### config.mk
export PLATFORM = sky130hd
export DESIGN_NAME = qf_sff_wr_arb_flat
export DESIGN_NICKNAME = d
export VERILOG_FILES = /design/src/rtl/qf_sff_wr_arb_if.sv /design/src/rtl/qf_sff_wr_arb.sv /design/src/flat_wrapper.sv
export SDC_FILE = /design/constraint.sdc
export NUM_CORES = 1
export LEC_CHECK = 0
export CAP_MARGIN = 20
export CORE_ASPECT_RATIO = 0.8
export CORE_MARGIN = 2
export CORE_UTILIZATION = 25
export DETAILED_ROUTE_END_ITERATION = 8
export HOLD_SLACK_MARGIN = 0.08
export PLACE_DENSITY = 0.95
export SYNTH_ARGS = -nofsm -noshare
export SYNTH_HDL_FRONTEND = slang
export SYNTH_SLANG_ARGS = --single-unit
### constraint.sdc
create_clock -name fifo_clk -period 4.6 [get_ports fifo_clk]
set_input_delay 0.46 -clock fifo_clk [delete_from_list [all_inputs] [get_ports fifo_clk]]
set_output_delay 0.46 -clock fifo_clk [all_outputs]
set_load 0.03 [all_outputs]
### src/rtl/qf_sff_wr_arb_if.sv
// Write-side bundle between packet requesters, the round-robin arbiter and the qf_sff FIFO write port.
// The arbiter connects as slave; requesters and the FIFO flag source connect as master.
interface qf_sff_wr_arb_if #(
  parameter int PAR_NUM_REQ         = 4,
  parameter int PAR_FIFO_DATA_WIDTH = 32
);
  logic [PAR_NUM_REQ-1:0]                     req_valid;
  logic [PAR_NUM_REQ-1:0]                     req_last;
  logic [PAR_NUM_REQ*PAR_FIFO_DATA_WIDTH-1:0] req_data;
  logic [PAR_NUM_REQ-1:0]                     req_ready;
  logic                                       fifo_full_flag;
  logic                                       fifo_wr_en;
  logic [PAR_FIFO_DATA_WIDTH-1:0]             fifo_wr_data;

  modport master (
    output req_valid, req_last, req_data, fifo_full_flag,
    input  req_ready, fifo_wr_en, fifo_wr_data
  );

  modport slave (
    input  req_valid, req_last, req_data, fifo_full_flag,
    output req_ready, fifo_wr_en, fifo_wr_data
  );
endinterface

### src/rtl/qf_sff_wr_arb.sv
// Round-robin packet arbiter in front of a qf_sff write port: 1-cycle grant latency, one idle bubble per grant,
// FIFO full stalls the grant in place. Define QF_SFF_WR_ARB_BURST_LIMIT_EN to also cut grants at PAR_MAX_BURST beats.
module qf_sff_wr_arb #(
  parameter int PAR_NUM_REQ         = 4,
  parameter int PAR_REQ_IDX_BITS    = 2,
  parameter int PAR_FIFO_DATA_WIDTH = 32,
  parameter int PAR_MAX_BURST       = 8,
  parameter int PAR_BURST_CNT_BITS  = 4
) (
  input  logic                        fifo_clk,
  input  logic                        fifo_rst_n,
  qf_sff_wr_arb_if.slave              bus,
  output logic                        arb_busy,
  output logic [PAR_REQ_IDX_BITS-1:0] arb_gnt_idx,
  output logic [PAR_NUM_REQ-1:0]      arb_gnt_vec
);

`ifdef QF_SFF_WR_ARB_BURST_LIMIT_EN
  localparam bit LIMIT_EN = 1'b1;
`else
  localparam bit LIMIT_EN = 1'b0;
`endif

  localparam logic [PAR_BURST_CNT_BITS-1:0] CNT_MAX  = {PAR_BURST_CNT_BITS{1'b1}};
  localparam logic [PAR_BURST_CNT_BITS-1:0] CNT_LAST = PAR_BURST_CNT_BITS'(PAR_MAX_BURST - 1);
  localparam logic [PAR_NUM_REQ-1:0]        ONE_VEC  = PAR_NUM_REQ'(1);

  typedef enum logic {IDLE, BURST} state_t;

  state_t                          state;
  logic [PAR_REQ_IDX_BITS-1:0]     gnt_idx;
  logic [PAR_BURST_CNT_BITS-1:0]   burst_cnt;
  logic                            busy;
  logic [PAR_NUM_REQ-1:0]          gnt_vec;

  logic [PAR_FIFO_DATA_WIDTH-1:0]  lane_data [PAR_NUM_REQ];
  logic [PAR_REQ_IDX_BITS-1:0]     next_idx;
  logic [PAR_REQ_IDX_BITS-1:0]     cand;
  logic                            found;
  logic                            any_valid;
  logic                            accept;
  logic                            burst_hit;
  logic                            burst_end;

  for (genvar i = 0; i < PAR_NUM_REQ; i++) begin : g_lane
    assign lane_data[i] = bus.req_data[i*PAR_FIFO_DATA_WIDTH +: PAR_FIFO_DATA_WIDTH];
  end

  // gnt_idx doubles as last_gnt: scan starts one past it and wraps
  always_comb begin
    next_idx = gnt_idx;
    cand     = gnt_idx;
    found    = 1'b0;
    for (int k = 1; k <= PAR_NUM_REQ; k++) begin
      cand = PAR_REQ_IDX_BITS'((int'(gnt_idx) + k) % PAR_NUM_REQ);
      if (!found && bus.req_valid[cand]) begin
        found    = 1'b1;
        next_idx = cand;
      end
    end
  end

  assign any_valid = |bus.req_valid;

  // gnt_vec is zero outside BURST, so ready needs no separate state term
  assign bus.req_ready    = gnt_vec & {PAR_NUM_REQ{~bus.fifo_full_flag}};
  assign accept           = |(bus.req_valid & bus.req_ready);
  assign bus.fifo_wr_en   = accept;
  assign bus.fifo_wr_data = lane_data[gnt_idx];

  assign burst_hit = (burst_cnt == CNT_LAST);
  assign burst_end = accept & (bus.req_last[gnt_idx] | (LIMIT_EN & burst_hit));

  always_ff @(posedge fifo_clk or negedge fifo_rst_n) begin
    if (!fifo_rst_n) begin
      state     <= IDLE;
      gnt_idx   <= PAR_REQ_IDX_BITS'(PAR_NUM_REQ - 1);
      burst_cnt <= '0;
      busy      <= 1'b0;
      gnt_vec   <= '0;
    end else begin
      case (state)
        IDLE: begin
          if (any_valid) begin
            state     <= BURST;
            gnt_idx   <= next_idx;
            burst_cnt <= '0;
            busy      <= 1'b1;
            gnt_vec   <= ONE_VEC << next_idx;
          end
        end
        BURST: begin
          if (accept) begin
            if (burst_cnt != CNT_MAX) begin
              burst_cnt <= burst_cnt + 1'b1;
            end
            if (burst_end) begin
              state   <= IDLE;
              busy    <= 1'b0;
              gnt_vec <= '0;
            end
          end
        end
        default: begin
          state   <= IDLE;
          busy    <= 1'b0;
          gnt_vec <= '0;
        end
      endcase
    end
  end

  assign arb_busy    = busy;
  assign arb_gnt_idx = gnt_idx;
  assign arb_gnt_vec = gnt_vec;

endmodule
### src/flat_wrapper.sv
// flat-port wrapper written by rule: the top's interface ports become plain ports
module qf_sff_wr_arb_flat 
#(
  parameter int PAR_NUM_REQ         = 4,
  parameter int PAR_REQ_IDX_BITS    = 2,
  parameter int PAR_FIFO_DATA_WIDTH = 32,
  parameter int PAR_MAX_BURST       = 8,
  parameter int PAR_BURST_CNT_BITS  = 4
)
  (fifo_clk, fifo_rst_n, arb_busy, arb_gnt_idx, arb_gnt_vec, bus_req_valid, bus_req_last, bus_req_data, bus_fifo_full_flag, bus_req_ready, bus_fifo_wr_en, bus_fifo_wr_data);
  qf_sff_wr_arb_if #(.PAR_NUM_REQ(PAR_NUM_REQ), .PAR_FIFO_DATA_WIDTH(PAR_FIFO_DATA_WIDTH)) bus_i ();
  input  logic fifo_clk;
  input  logic fifo_rst_n;
  output logic arb_busy;
  output logic [PAR_REQ_IDX_BITS-1:0] arb_gnt_idx;
  output logic [PAR_NUM_REQ-1:0] arb_gnt_vec;
  input wire logic [$bits(bus_i.req_valid)-1:0] bus_req_valid;
  input wire logic [$bits(bus_i.req_last)-1:0] bus_req_last;
  input wire logic [$bits(bus_i.req_data)-1:0] bus_req_data;
  input wire logic [$bits(bus_i.fifo_full_flag)-1:0] bus_fifo_full_flag;
  output wire logic [$bits(bus_i.req_ready)-1:0] bus_req_ready;
  output wire logic [$bits(bus_i.fifo_wr_en)-1:0] bus_fifo_wr_en;
  output wire logic [$bits(bus_i.fifo_wr_data)-1:0] bus_fifo_wr_data;
  assign bus_i.req_valid = bus_req_valid;
  assign bus_i.req_last = bus_req_last;
  assign bus_i.req_data = bus_req_data;
  assign bus_i.fifo_full_flag = bus_fifo_full_flag;
  assign bus_req_ready = bus_i.req_ready;
  assign bus_fifo_wr_en = bus_i.fifo_wr_en;
  assign bus_fifo_wr_data = bus_i.fifo_wr_data;
  qf_sff_wr_arb #(.PAR_NUM_REQ(PAR_NUM_REQ), .PAR_REQ_IDX_BITS(PAR_REQ_IDX_BITS), .PAR_FIFO_DATA_WIDTH(PAR_FIFO_DATA_WIDTH), .PAR_MAX_BURST(PAR_MAX_BURST), .PAR_BURST_CNT_BITS(PAR_BURST_CNT_BITS)) u_core (.fifo_clk(fifo_clk), .fifo_rst_n(fifo_rst_n), .bus(bus_i), .arb_busy(arb_busy), .arb_gnt_idx(arb_gnt_idx), .arb_gnt_vec(arb_gnt_vec));
endmodule
==> metrics.cfg <==
[timing]
hold_viol = 0
fin_crit_sh_pct = 69.4
period_minus_slack_ps = 3190
maxSlewViolCount = 0
slew_headroom_pct = 39.0
skew_ps = 3.30
tns_ps = 0
worst_pin_slew_ps = 915
rsz0062_at_grt = no
setup_viol = 0
clock.fmax_ghz = 0.313

[setup_path]
rr_endpoint = u_core.arb_gnt_vec[3]
reg2reg_setup_slack_ps = 2560
cp-start-kind = flip-flop
end_kind = primary output
slowest_delay_ps = 970
cp.required_ps = 4140
slowest_stage = dfstp_2
path_max_fanout = 24
crit_chain = buf_4, mux4_2, clkdlybuf4s50_1
critPathKind = flip-flop to primary output
r2r_cells = 3
worst_setup_path_endpoint = bus_fifo_wr_data[24]
rr_startpoint = u_core.arb_gnt_idx[1]
worstSetupStartpoint = u_core.arb_gnt_idx[0]
arrival_ps = 2730

[cts]
ctsResizeCount = 0
clock_sinks = 8
clk_latency_ps = 220
cts_buffer_depth = 2
post_cts_buffers = 0
htree_levels = 1
tritoncts = built
path_clk_slew_ps = 40
hold_buffers = 0
numCtsBuffers = 3
cts-root-buf = clkbuf_8

[synthesis]
netlist_instances = 87
synth_area_um2 = 1270
syn-num-nets = 226
synth_top_cell_by_area = mux4_2
ys_async_sr_fraction_pct = 100
yosysTopAreaCellShare_pct = 56.6
ys_warn_count = 0
synth-seq-cells = 8
synth_area_leaders = mux4_2 (57%), dfrtp_1 (12%), dfstp_2 (4.1%)
synth.most_common_cell = mux4_2
synth_seq_area_share_pct = 15.9
synthDistinctLibCells = 25
synth_edf_count = 0
synth_ff_type = dfrtp_1
postSynthAreaPerCell_um2 = 14.6
synth_common_cells = mux4_2 (32), nor2b_1 (7), dfrtp_1 (6)

[finish]
drive_gt1_share_pct = 16.5
stdcell_count = 328
antennaDiodeCount = 0
n_fill_cell = 411
nets = 407
area_delta_synth_final_pct = 148

[global_route]
overflow = 0
grt_max_degree = 43
antenna_found_initial = 0
grt_pass1_vias = 1746
grtUsageTotal_pct = 21.2
grt_first_pass_wirelength_mm = 9.27

[routing]
dr.pass1.iters = 4
vias = 1646
detail-route-antenna-nets = 0
drc = 0
drtIter0Drc = 74
wirelength_mm = 6.34
wl_per_cell_um = 19.3
routed_via_density = 5.02

[flow_run]
drv_cap = 0

[power]
p_clk_share_pct = 4.7
max-vdd-ir-drop_mv = 0.384
p_comb_share_pct = 81.0
intPower_mw = 0.890
p_seq_share_pct = 14.3
switching_share_pct = 46.8
p_per_area_nw_per_um2 = 529
p_leak_nw = 1.15
power_switching_mw = 0.785

[placement]
gp_congestion = 0.908
post-place-cells = 325
dp_hpwl_mm = 5.40
io_buffers = 182

[floorplan]
core_um2 = 4950
row_count = 23
num_io_pins = 183
die_w_um = 83.8
dieArea_um2 = 5690
initial_utilization_pct = 25.7
fp.dieH_um = 67.8

[run_status]
status = completed

[min_path]
min_path_type = flip-flop to flip-flop

-- state kept, by name (all words and copies together), names as in the netlist --
register,flops
u_core.arb_gnt_vec,4
u_core.arb_gnt_idx,2
u_core.state,1
u_core.arb_busy,1
-- area by class of cell --
type | count | area [µm²] | area share [%]
clock buffers | 3 | 41.3 | 1.30
inverters | 1 | 3.75 | 0.119
multi-input cells | 70 | 1000 | 31.7
flip-flops and latches | 8 | 203 | 6.41
well taps | 62 | 77.6 | 2.45
repair buffers | 184 | 1840 | 58.0
-- kinds of logic after synthesis --
| kind of cell | Yosys count | share of synthesized area [%] |
|---|---|---|
| AND/OR/NAND/NOR | 15 | 5.99 |
| flip-flops | 8 | 15.9 |
| multiplexers | 35 | 59.0 |
| buffers and inverters | 9 | 5.40 |
| AO/OA/AOI/OAI | 20 | 13.7 |
-- layer usage --
metal | part of all wire (%) | track usage [%]
met1 | 35 | 23.0
met2 | 55 | 42.6
met3 | 8.3 | 5.07
met4 | 1.5 | 4.84
met5 | 0 | 0
-- through the flow --
step	worst slack, ps	hold slack [ps]	area, µm²	total power, mW	utilization (%)
after floorplan	2520	164	1270	1.08	-
after global routing	1270	515	3160	1.76	63.9
after global placement	1660	469	3120	1.57	63.1
after CTS	1380	482	3160	1.69	63.9
after detailed placement	1620	469	3120	1.60	63.1
final	1410	477	3160	1.68	63.9
-- power by group through the flow --
stage          Combinational (mW)  Sequential (mW)  Clock, mW
6_report                     1.36            0.240     0.0794
3_3_place_gp                 1.34            0.238          0
3_5_place_dp                 1.36            0.240          0
5_1_grt                      1.42            0.255     0.0860
2_1_floorplan               0.896            0.180          0
4_1_cts                      1.37            0.242     0.0814
-- worst min path at each step --
stage / from / end / cells past startpoint
global route: u_core.arb_busy / u_core.arb_busy / 1
global placement: u_core.arb_busy / u_core.arb_busy / 1
CTS: u_core.arb_busy / u_core.arb_busy / 1
detailed placement: u_core.arb_busy / u_core.arb_busy / 1
floorplan: fifo_rst_n / u_core.arb_busy / 0
finish: u_core.arb_busy / u_core.arb_busy / 1
-- critical path, delay by kind of cell (launching register included) --
family / cells / cell delay (ps)
buffers and inverters: 2 / 950
DFF: 1 / 970
muxes: 1 / 570
-- placed cells by master (no fill, tap or decap), drive strengths merged, types with 2 or more instances in the layout --
master,count
a22oi,2
buf,2
nor2,4
nand2,3
nor2b,7
a21oi,4
dfrtp,6
mux2i,2
mux4,32
clkbuf,3
dfstp,2
a21o,2
a32o,4
clkdlybuf4s50,182
Note: power is estimated with default switching activity, not from simulation.
